===== src/rtl/bitmap_packer.sv =====
// Collects a stream of bit indices into a WIDTH-bit occupancy bitmap and
// releases one dense mask (with popcount and error flag) per group.
module bitmap_packer #(
    parameter int unsigned WIDTH  = 8,
    parameter int unsigned ADDR_W = $clog2(WIDTH)
) (
    input  logic                clk,
    input  logic                rst_n,
    input  logic                in_valid,
    input  logic [ADDR_W-1:0]   in_addr,
    input  logic                in_last,
    input  logic                in_flush,
    output logic                in_ready,
    output logic                out_valid,
    input  logic                out_ready,
    output logic [WIDTH-1:0]    out_mask,
    output logic [ADDR_W:0]     out_count,
    output logic                out_has_ones,
    output logic                out_err
);

    localparam int unsigned CNT_W = ADDR_W + 1;

    typedef enum logic {
        ACCUM = 1'b0,
        HOLD  = 1'b1
    } state_t;

    state_t             state_q, state_d;
    logic [WIDTH-1:0]   mask_q, mask_d;
    logic               err_q, err_d;
    logic [WIDTH-1:0]   set_vec, merged_mask;
    logic               bad_addr, merged_err, close;
    logic [CNT_W-1:0]   merged_count;
    logic [WIDTH-1:0]   out_mask_d;
    logic [CNT_W-1:0]   out_count_d;
    logic               out_has_ones_d, out_err_d;

    // Decode the incoming index into a one-hot set vector; out-of-range
    // indices set nothing and only flag the group.
    always_comb begin
        set_vec  = '0;
        bad_addr = (32'(in_addr) >= WIDTH);
        for (int unsigned i = 0; i < WIDTH; i++) begin
            set_vec[i] = in_valid && (32'(in_addr) == i);
        end
        merged_mask = mask_q | set_vec;
        merged_err  = err_q | (in_valid & bad_addr);
    end

    always_comb begin
        merged_count = '0;
        for (int unsigned i = 0; i < WIDTH; i++) begin
            merged_count = merged_count + CNT_W'(merged_mask[i]);
        end
    end

    always_comb begin
        state_d        = state_q;
        mask_d         = mask_q;
        err_d          = err_q;
        out_mask_d     = out_mask;
        out_count_d    = out_count;
        out_has_ones_d = out_has_ones;
        out_err_d      = out_err;
        close          = 1'b0;
        case (state_q)
            ACCUM: begin
                close  = (in_valid & in_last) | in_flush;
                mask_d = merged_mask;
                err_d  = merged_err;
                if (close) begin
                    out_mask_d     = merged_mask;
                    out_count_d    = merged_count;
                    out_has_ones_d = |merged_mask;
                    out_err_d      = merged_err;
                    mask_d         = '0;
                    err_d          = 1'b0;
                    state_d        = HOLD;
                end
            end
            HOLD: begin
                if (out_ready) state_d = ACCUM;
            end
            default: state_d = ACCUM;
        endcase
    end

    always_ff @(posedge clk) begin
        if (!rst_n) begin
            state_q      <= ACCUM;
            mask_q       <= '0;
            err_q        <= 1'b0;
            out_mask     <= '0;
            out_count    <= '0;
            out_has_ones <= 1'b0;
            out_err      <= 1'b0;
        end else begin
            state_q      <= state_d;
            mask_q       <= mask_d;
            err_q        <= err_d;
            out_mask     <= out_mask_d;
            out_count    <= out_count_d;
            out_has_ones <= out_has_ones_d;
            out_err      <= out_err_d;
        end
    end

    // Handshake flags are pure decodes of the state register.
    assign in_ready  = (state_q == ACCUM);
    assign out_valid = (state_q == HOLD);

endmodule

===== config.mk =====
export PLATFORM = sky130hd
export DESIGN_NAME = bitmap_packer
export DESIGN_NICKNAME = d
export VERILOG_FILES = /design/src/rtl/bitmap_packer.sv
export SDC_FILE = /design/constraint.sdc
export NUM_CORES = 1
export LEC_CHECK = 0
export CAP_MARGIN = 10
export CORE_ASPECT_RATIO = 0.9
export CORE_MARGIN = 2
export CORE_UTILIZATION = 45
export DETAILED_ROUTE_END_ITERATION = 7
export PLACE_DENSITY = 0.76
export SLEW_MARGIN = 10
export SYNTH_ARGS = -nofsm -noshare
export SYNTH_HDL_FRONTEND = slang
export SYNTH_SLANG_ARGS = --single-unit

===== constraint.sdc =====
create_clock -name clk -period 5.69 [get_ports clk]
set_clock_uncertainty 0.05 [all_clocks]
set_input_delay 0.8535 -clock clk [delete_from_list [all_inputs] [get_ports clk]]
set_output_delay 0.8535 -clock clk [all_outputs]
set_load 0.03 [all_outputs]

# Yosys cells after proc, flatten, opt, wreduce, memory -nomap -nowiden
# Index checks and enable logic that the tools add are counted.
[word_totals] reg_bits=22 latchBits=0 ramBits=0 rom_bits=0 in_bits=9 elab_cells=38 n_memories=0
[classes] addsub=7 multipliers=0 n_div=0 magnitude_cmp=0 eq_ne=7 shift=0 mux=4 n_bitwise=4 reduce_logical=11
[op_table] op="4-bit by 1-bit adder with 4-bit output" n=4
[op_table] op="3-bit equality test (second input constant)" n=4
[op_table] op="1-bit logical AND" n=8
[op_table] op="8-bit two-way mux" n=1
[op_table] op="8-bit OR" n=1
[op_table] op="8-bit OR reduction" n=1
[op_table] op="3-bit by 2-bit equality test with 1-bit output (second input constant)" n=2
[op_table] op="3-bit by 1-bit adder with 4-bit output" n=1
[op_table] op="2-bit by 1-bit adder with 3-bit output" n=1
[op_table] op="3-bit by 1-bit equality test with 1-bit output (second input constant)" n=1
[op_table] op="3-bit logical NOT" n=1
[op_table] op="1-bit by 1-bit adder with 2-bit output" n=1
[op_table] op="1-bit two-way mux" n=2
[op_table] op="1-bit case mux with 2 select lines" n=1
[op_table] op="2-bit AND reduction" n=1
[op_table] op="1-bit bitwise AND" n=1
[op_table] op="1-bit NOT" n=1
[op_table] op="1-bit OR" n=1

# Longest topological paths before layout
# Gate-level depths: netlist of run 1.
[depth] ltp_word=10 ltp_mapped=15 ltp_nobuf=14

# Worst setup path before layout of run 1
# OpenSTA, ideal clock, no wires.
[synth_path] path_type="input -> register" from="in in_valid" to="reg out_count[2]" t_arrival_ns=3.965 setup_slack_ns=1.605 cell_stages=15 cell_sequence="buf_4 -> and2b_1 -> a21oi_1 -> inv_1 -> fa_1 -> inv_1 -> fa_1 -> fa_1 -> inv_1 -> ha_1 -> inv_1 -> fa_1 -> xnor2_1 -> nand3_1 -> a21oi_1"
[synth_via] elab_chain_cells=9 elab_cells_between_ends=19 classes_between="add/sub (7); bitwise (3); reduce/logical (9)"
[synth_lines] item="from (decl)" line="9" source="input logic in_valid,"
[synth_lines] item="1-bit logical AND" line="45" source="set_vec[i] = in_valid && (32'(in_addr) == i);"
[synth_lines] item="8-bit OR" line="47" source="merged_mask = mask_q | set_vec;"
[synth_lines] item="net merged_mask[1]" line="32" source="logic [WIDTH-1:0] set_vec, merged_mask;"
[synth_lines] item="1-bit by 1-bit adder with 2-bit output" line="54" source="merged_count = merged_count + CNT_W'(merged_mask[i]);"
[synth_lines] item="2-bit by 1-bit adder with 3-bit output" line="54"
[synth_lines] item="3-bit by 1-bit adder with 4-bit output" line="54"
[synth_lines] item="4-bit by 1-bit adder with 4-bit output (4 in a row)" line="54"
[synth_lines] item="to (signal assigned)" line="103" source="out_count <= out_count_d;"
[synth_lines] item="to (decl)" line="17" source="output logic [ADDR_W:0] out_count,"
# The timed path passes the listed nets, and every way through them passes these cells.
# A chain may end at the register's enable or synchronous reset.

# Worst setup path in the final report of run 1
# Ends and elaborated chain as after synthesis.

==> key figures, run 1 <==
Clock tree
  • Clock sinks: 22
  • CTS Hold Bufs: 0
  • CTS clk-pin slew, worst paths: 0.12 ns
  • Max clock buf depth: 2
  • Root Buffer: clkbuf_4
  • H-tree levels: 1
  • Clock Latency Late Sink: 0.30 ns
  • # resized after CTS: 0
  • CTS Buf Count: 3
  • TritonCTS clock tree: built
  • Post-CTS setup buffer count: 0

Layout
  • Layout cells sized above 1: 6.57%
  • Layout Nets: 155
  • Fin util: about three fifths
  • Finished Layout Cells: 164
  • Antenna cells: 0
  • FILL cells: 199
  • Area Overhead vs Synth: 23.4%
  • Commonest non-fill, non-tap cells in the layout: clkdlybuf4s50_1, dfxtp_1, a21oi_1
  • Commonest non-fill, non-tap cell in the layout: clkdlybuf4s50_1

Detailed routing
  • Drt pass-1 iters: 4
  • Top Layer Used: met4
  • WL met1: 1160 um
  • Vias per cell: 5.60
  • Via count: 919
  • DRT Wirelength: 2420 um
  • Met3 WL: 61 um
  • WL per Instance: between 10 and 15 um
  • Post-route ant nets: 0
  • Met2 WL: roughly 1200 um
  • Residual DRC count: 0
  • Drt initial violations: 22

GRT
  • Global-route wire length before repair: 3940 um
  • Global route total overflow: 0
  • Vias in the first global route: 820
  • Initial antenna violation count: 0
  • Pin count of the biggest net entering global routing: 24
  • Tot GR Track Use: around 18%

Power
  • Seq pwr share: roughly 49%
  • Clock network fraction of design power: 24.7%
  • Combinational share of power: 26.4%
  • Final Power: 0.347 mW
  • Worst vdd ir: 0.000150 V
  • Net Sw Frac: 30.7%
  • Lkg Pwr: 0.549 nW
  • Internal Power: 0.240 mW
  • Psw: between 0.1 and 0.15 mW
  • Power Density: about 260 nW/um2

Synthesis
  • FF+latch count, synth: 22
  • Syn Std Cell Area: 1100 um2
  • Seq/Total Area, Yosys: 40.0%
  • Syn Nets: approximately 140
  • Synthesized area per cell: 9.32 um2
  • Cells after synthesis: between 100 and 150
  • Async SR Flop Fraction: 0%
  • Synth Flop Type: dfxtp_1
  • Number of synthesized flops with an enable pin: 0
  • Distinct cells, synth: 31
  • Synth Warn #: 0

Setup path
  • Critical path cell sequence: clkdlybuf4s50_1, and2b_1, a21oi_1, inv_1, fa_1, inv_1, fa_1, fa_1, inv_1, ha_1, inv_1, fa_1, xnor2_1, nand3_1, a21oi_1
  • Reg2reg path depth: 13
  • CP Launch Type: input port
  • Slowest-stage cell, CP: clkdlybuf4s50_1
  • Crit-path max FO: 10
  • End of the critical path: out_count[2]
  • WP data arrival: 4.90 ns
  • R2r endpoint: out_count[2]
  • R2r startpoint: mask_q[1]
  • Crit. End Element: register
  • Largest stage delay on the critical path: 0.64 ns
  • R2R setup slack: 2.22 ns
  • Worst Setup SP: in_valid
  • Crit path kind: in -> reg
  • CP required: 5.88 ns
  • Largest delay contributor family on the critical path: adder cells
  • CP bufs+invs: 5
  • CP Depth: 15

Die
  • Core area: 2240 um2
  • Starting Density: 49.1%
  • Die width: 56.1 um
  • IO Pins: 25
  • Std-Cell Rows: 16
  • Die Ht: 50.9 um
  • Die area: 2860 um2

STA
  • Final Max Slew Viols: 0
  • Final setup TNS: 0 ns
  • Max_slew headroom: 44.4%
  • Worst Hold Margin: 0.436 ns
  • Hold Violations, Final: 0
  • Period utilization: ~83%
  • Tmin final: 4.71 ns
  • Final Setup Violations: 0
  • FMAX: 212 MHz
  • Worst Tran Pin Value: about 0.81 ns
  • RSZ-0062 raised after global routing: no

Outcome
  • Status: finished clean

Run
  • Max Cap Viol: 0

Placed design
  • Post-DP HPWL: roughly 1800 um
  • # placed instances: 160
  • Number of port buffers: 23
  • RePlAce Congestion: 0.866

Worst hold path
  • Hold_sp: out_count[3]
  • Worst Hold Class: reg -> reg
worst min-delay path by stage:
stage | endpoint | slack (ns) | cells past startpoint
after floorplan | mask_q[0] | 0.40 | 2
after global placement | out_count[3] | 0.41 | 2
after detailed placement | out_count[3] | 0.42 | 2
after CTS | out_count[3] | 0.44 | 2
after global routing | mask_q[1] | 0.46 | 2
final | out_count[3] | 0.44 | 2
routing by layer:
metal / up-vias / track usage, %
met3: 2 / 3.29
met1: 444 / 24.4
met5: - / 0
met2: 16 / 29.6
met4: 0 / 3.57
li1: 457 / -
through the flow:
stage          setup slack, ns  area, um2
4_1_cts                   1.01       1360
3_3_place_gp             0.771       1320
6_report                 0.980       1360
3_5_place_dp             0.707       1320
5_1_grt                  0.784       1360
2_1_floorplan             1.60       1100
logic make-up (layout without fill, tap and decap cells):
logic type | count (synthesis) | after routing | synth area share (%)
flip-flops | 22 | 22 | 40.0
buffers and inverters | 18 | 37 | 7.28
adder cells (fa/ha/maj) | 8 | 8 | 11.8
other | 1 | 1 | 0.341
AO/OA/AOI/OAI | 43 | 43 | 28.2
AND/OR/NAND/NOR | 25 | 25 | 11.5
XOR/XNOR | 1 | 1 | 0.797
power by group through the flow:
stage | combinational, mW | clock (mW) | sequential (mW)
CTS | 0.0918 | 0.0897 | 0.169
floorplan | 0.0457 | 0 | 0.187
global placement | 0.0899 | 0 | 0.172
detailed placement | 0.0918 | 0 | 0.173
finish | 0.0916 | 0.0858 | 0.169
global route | 0.0983 | 0.0966 | 0.170
sequential cells by signal, indices dropped and copies added (netlist names):
name          count
out_mask          8
out_valid         1
mask_q            8
out_count         4
out_has_ones      1
final cells by class:
| type | count | area [um2] | area share, % |
|---|---|---|---|
| clock buffers | 4 | 36.3 | 2.67 |
| multi-input cells | 78 | 579 | 42.7 |
| inverters | 10 | 37.5 | 2.76 |
| well taps | 27 | 33.8 | 2.49 |
| flip-flops and latches | 22 | 440 | 32.4 |
| repair buffers | 23 | 230 | 17.0 |
cell usage after synthesis, drive strengths merged, types with 3 or more instances:
library cell   n  share of area, %
ha             4               4.6
a41oi          3               2.4
dfxtp         22                40
a21oi         15               7.2
o21ai          4               1.8
a211oi         7               4.8
nor2          11               3.8
clkbuf         4               1.4
a21o           5               3.5
fa             4               7.3
buf            4               2.5
inv           10               3.4
nor3           7               3.2
worst min-delay path, cell delays in order, from the launching register on:
cell and delay, ns:
dfxtp_1 0.33, o21ai_0 0.07, a21oi_1 0.06
Note: power is estimated with default switching activity, not from simulation.
==> run 2: changes to the inputs <==
Clock period 5.69 ns to 4.5 ns, I/O delays scaled along.
==> key figures, run 2 (synthesis gave the netlist of run 1 again) <==
Setup path
  • Critical path cell sequence: clkdlybuf4s50_1, and2b_1, a21oi_1, inv_1, fa_1, inv_1, fa_1, fa_1, inv_1, ha_1, inv_1, fa_1, xnor2_1, nand3_1, a21oi_1
  • Largest stage delay on the critical path: 0.54 ns (-0.10 ns)
  • CP Launch Type: input port
  • Slowest-stage cell, CP: fa_1
  • CP required: 4.70 ns (-1.18 ns)
  • Crit-path max FO: 5 (-5)
  • Crit. End Element: register
  • WP data arrival: 4.23 ns (-0.67 ns)
  • Crit path kind: in -> reg

Layout
  • FILL cells: 205 (+3.0%)
  • Layout cells sized above 1: 9.22% (+2.7 points)
  • Antenna cells: 0 (unchanged)
  • Top flop regs: mask_q: 8 flops, out_mask: 8 flops, out_count: 4 flops
  • Area Overhead vs Synth: 26.2%
  • Commonest non-fill, non-tap cells in the layout: clkdlybuf4s50_1, dfxtp_1, a21oi_1
  • Commonest non-fill, non-tap cell in the layout: clkdlybuf4s50_1
  • Layout Nets: 159 (+2.6%)
  • Fin util: 61.9% (+1.3 points)

Detailed routing
  • Drt initial violations: 23 (+4.5%)
  • Residual DRC count: 0 (unchanged)
  • Via count: 956 (+4.0%)
  • WL per Instance: 15.0 um (+2.1%)
  • Post-route ant nets: 0 (unchanged)
  • Drt pass-1 iters: 4 (unchanged)
  • Vias per cell: 5.69 (+1.5%)
  • DRT Wirelength: 2530 um (+4.6%)

GRT
  • Vias in the first global route: 906 (+10%)
  • Global-route wire length before repair: 4300 um (+9.1%)
  • Initial antenna violation count: 0 (unchanged)
  • Global route total overflow: 0 (unchanged)
  • Tot GR Track Use: 19.6% (+1.8 points)
  • Pin count of the biggest net entering global routing: 24 (unchanged)

Placed design
  • RePlAce Congestion: 0.829 (-4.3%)
  • Post-DP HPWL: 1900 um (+4.6%)
  • Number of port buffers: 23 (unchanged)

STA
  • Period utilization: 89.6%
  • FMAX: ~250 MHz
  • Final setup TNS: 0 ns (unchanged)
  • Max_slew headroom: 45.9% (+1.5 points)
  • Tmin final: 4.03 ns
  • Final Max Slew Viols: 0 (unchanged)
  • RSZ-0062 raised after global routing: no
  • Worst Tran Pin Value: 0.791 ns (-0.0213 ns)
  • Final Setup Violations: 0 (unchanged)
  • Hold Violations, Final: 0 (unchanged)

Die
  • Starting Density: 49.1% (unchanged)
  • Die Ht: 50.9 um (unchanged)
  • Core area: 2240 um2 (unchanged)
  • Die width: 56.1 um (unchanged)
  • Std-Cell Rows: 16 (unchanged)
  • IO Pins: 25 (unchanged)
  • Die area: 2860 um2 (unchanged)

Outcome
  • Status: finished clean

Run
  • Max Cap Viol: 0 (unchanged)

Clock tree
  • Post-CTS setup buffer count: 0 (unchanged)
  • CTS Hold Bufs: 0 (unchanged)
  • Max clock buf depth: 2 (unchanged)
  • CTS Buf Count: 3 (unchanged)
  • Clock Latency Late Sink: 0.32 ns (+0.02 ns)
  • Root Buffer: clkbuf_4
  • TritonCTS clock tree: built
  • # resized after CTS: 0 (unchanged)
  • CTS clk-pin slew, worst paths: 0.11 ns (about the same)
  • H-tree levels: 1 (unchanged)
  • Clock sinks: 22 (unchanged)

Power
  • Lkg Pwr: 0.567 nW (+3.3%)
  • Worst vdd ir: 0.000198 V (+32%)
  • Power Density: 319 nW/um2 (+25%)

Worst hold path
  • Worst Hold Class: reg -> reg
## run 2: final timing paths
path | start | to | slack [ns] | depth (start not counted)
worst min-delay path | out_count[3] | out_count[3] | 0.44 | 2
worst max register to register | mask_q[1] | out_count[2] | 1.25 | 13
worst min register to register | out_count[3] | out_count[3] | 0.44 | 2
worst max-delay path | in_addr[1] | out_count[2] | 0.47 | 15
## run 2: area by class of cell
| type | count | area [um2] | share of cell area (%) |
|---|---|---|---|
| repair buffers | 27 | 260 | 18.8 |
| multi-input cells | 78 | 579 | 41.7 |
| flip-flops and latches | 22 | 440 | 31.7 |
| well taps | 27 | 33.8 | 2.43 |
| clock buffers | 4 | 36.3 | 2.61 |
| inverters | 10 | 37.5 | 2.71 |
## run 2: report_power, final
part | switching (mW) | internal (mW)
Sequential | 0.00796 | 0.206
Clock | 0.0612 | 0.0495
Combinational | 0.0681 | 0.0502
## run 2: metal layers
metal	vias to the layer above	global-route usage, %	share of wire (%)
li1	471	-	-
met2	32	33.9	48
met5	-	0	0
met4	0	4.76	1.2
met1	448	24.4	45
met3	5	5.32	5.8
## run 2: per-stage QoR
stage | instances | hold slack [ns] | cell area, um2 | worst slack, ns | total power [mW]
after detailed placement | 164 | 0.422 | 1350 | 0.198 | 0.336
final | 168 | 0.442 | 1390 | 0.470 | 0.443
after global routing | 168 | 0.451 | 1390 | 0.295 | 0.463
after CTS | 168 | 0.445 | 1390 | 0.500 | 0.445
after global placement | 164 | 0.414 | 1350 | 0.244 | 0.333
after floorplan | 118 | 0.403 | 1100 | 0.593 | 0.294
## run 2: worst max-delay path, delay by kind of cell
kind | cells | cell delay, ns
adder cells (fa/ha/maj) | 5 | 1.97
buffers and inverters | 5 | 0.74
AO/OA/AOI/OAI | 2 | 0.35
AND/OR/NAND/NOR | 2 | 0.33
XOR/XNOR | 1 | 0.15
==> run 3: changes to the inputs <==
Settings changed: PLACE_DENSITY 0.76 to 0.73.
==> key figures, run 3 (synthesis gave the netlist of run 1 again) <==
STA
  • Period utilization: 89.7% (+0.11 points)
  • Final Setup Violations: 0 (unchanged)
  • Hold Violations, Final: 0 (unchanged)
  • RSZ-0062 raised after global routing: no
  • Max_slew headroom: 50.6% (+4.7 points)
  • Worst Tran Pin Value: 0.723 ns (-0.0683 ns)
  • Tmin final: 4.04 ns (+0.00478 ns)
  • Final Max Slew Viols: 0 (unchanged)
  • FMAX: 248 MHz (-0.12%)
  • Final setup TNS: 0 ns (unchanged)

Layout
  • Commonest non-fill, non-tap cells in the layout: clkdlybuf4s50_1, dfxtp_1, a21oi_1
  • Layout cells sized above 1: 9.22% (unchanged)
  • Top flop regs: mask_q: 8 flops, out_mask: 8 flops, out_count: 4 flops
  • Finished Layout Cells: 168 (unchanged)
  • Finished Cell Area: 1390 um2 (unchanged)
  • Antenna cells: 0 (unchanged)
  • Commonest non-fill, non-tap cell in the layout: clkdlybuf4s50_1
  • Layout Nets: 159 (unchanged)
  • Area Overhead vs Synth: 26.2% (unchanged)

Clock tree
  • # resized after CTS: 0 (unchanged)
  • Clock sinks: 22 (unchanged)
  • CTS Hold Bufs: 0 (unchanged)
  • Clock Latency Late Sink: 0.31 ns (about the same)
  • CTS Buf Count: 3 (unchanged)
  • Post-CTS setup buffer count: 0 (unchanged)
  • CTS clk-pin slew, worst paths: 0.12 ns (about the same)
  • H-tree levels: 1 (unchanged)
  • Root Buffer: clkbuf_4
  • Max clock buf depth: 2 (unchanged)
  • TritonCTS clock tree: built

Setup path
  • Crit-path max FO: 5 (unchanged)
  • WP data arrival: 4.24 ns (about the same)
  • CP Launch Type: input port
  • Crit. End Element: register
  • CP required: 4.70 ns (about the same)
  • Crit path kind: in -> reg

Die
  • Core area: 2240 um2 (unchanged)
  • Die width: 56.1 um (unchanged)
  • Starting Density: 49.1% (unchanged)
  • Std-Cell Rows: 16 (unchanged)
  • Die area: 2860 um2 (unchanged)
  • IO Pins: 25 (unchanged)
  • Die Ht: 50.9 um (unchanged)

Placed design
  • Post-DP HPWL: 1900 um (-0.39%)
  • RePlAce Congestion: 0.847 (+2.2%)
  • Area post-placement: 1350 um2 (unchanged)
  • # placed instances: 164 (unchanged)
  • Number of port buffers: 23 (unchanged)

GRT
  • Global-route wire length before repair: 4400 um (+2.4%)
  • M2 GR Usage: 34.3% (+0.39 points)
  • Met1 Use GR: 25.6% (+1.2 points)
  • GR peak layer: met2
  • Initial antenna violation count: 0 (unchanged)
  • Vias in the first global route: 939 (+3.6%)
  • Tot GR Track Use: 20.1% (+0.51 points)
  • Met3 Track Usage GR: 3.80% (-1.5 points)
  • Pin count of the biggest net entering global routing: 24 (unchanged)
  • Global route total overflow: 0 (unchanged)

Power
  • Psw: 0.138 mW (+0.38%)
  • Worst vdd ir: 0.000206 V (+4.4%)
  • Power Density: 320 nW/um2 (+0.11%)
  • Clock network fraction of design power: 25.1% (about the same)
  • Seq pwr share: 48.2% (about the same)
  • Combinational share of power: 26.7% (about the same)
  • Lkg Pwr: 0.567 nW (unchanged)
  • Net Sw Frac: 31.1% (+0.084 points)
  • Internal Power: 0.306 mW (about the same)

Detailed routing
  • Via count: 965 (+0.94%)
  • Drt pass-1 iters: 4 (unchanged)
  • Vias per cell: 5.74 (+0.94%)
  • DRT Wirelength: 2550 um (+0.75%)
  • Residual DRC count: 0 (unchanged)
  • WL per Instance: 15.2 um (+0.75%)
  • Drt initial violations: 22 (-4.3%)
  • Post-route ant nets: 0 (unchanged)

Outcome
  • Status: finished clean

Worst hold path
  • Worst Hold Class: reg -> reg

Run
  • Max Cap Viol: 0 (unchanged)
[run 3: cell counts in the layout (fill, tap and decap cells not counted)]
Identical to the previous run, type by type.
[run 3: through the flow]
step                hold WS (ns)  worst slack [ns]  util [%]  total power [mW]
floorplan                  0.403             0.593         -             0.294
global placement           0.415             0.240      60.3             0.334
detailed placement         0.419             0.152      60.3             0.336
CTS                        0.440             0.475      61.9             0.448
global route               0.462             0.237      61.9             0.467
finish                     0.443             0.465      61.9             0.444
[run 3: power by group through the flow]
stage	clock network (mW)	logic, mW	registers [mW]
finish	0.111	0.118	0.214
global route	0.122	0.129	0.215
global placement	0	0.116	0.218
floorplan	0	0.0578	0.236
detailed placement	0	0.118	0.218
CTS	0.115	0.119	0.214
[run 3: area by class of cell]
class,instances,area (um2)
clock buffer,4,36.3
multi-input combinational,78,579
fill,206,855
timing repair buffer,27,260
inverter,10,37.5
tap,27,33.8
sequential,22,440
[run 3: worst paths after layout]
path              startpoint           end  slack, ns  depth (start not counted)
setup / recovery  in_addr[1]  out_count[2]       0.46                         15
hold / removal     mask_q[0]     mask_q[0]       0.44                          2
hold reg to reg    mask_q[0]     mask_q[0]       0.44                          2
setup reg to reg   mask_q[1]  out_count[2]       1.25                         13
[run 3: per-layer routing]
layer / routed length [um] / up-vias
met5: 0 / -
met4: 19 / 0
met1: 1160 / 464
li1: - / 471
met3: 107 / 2
met2: 1260 / 28
[run 3: critical path: stages]
cell	delay [ns]
clkdlybuf4s50_1	0.48
and2b_1	0.25
a21oi_1	0.20
inv_1	0.08
fa_1	0.53
inv_1	0.05
fa_1	0.50
fa_1	0.42
inv_1	0.08
ha_1	0.16
inv_1	0.05
fa_1	0.37
xnor2_1	0.14
nand3_1	0.09
a21oi_1	0.16
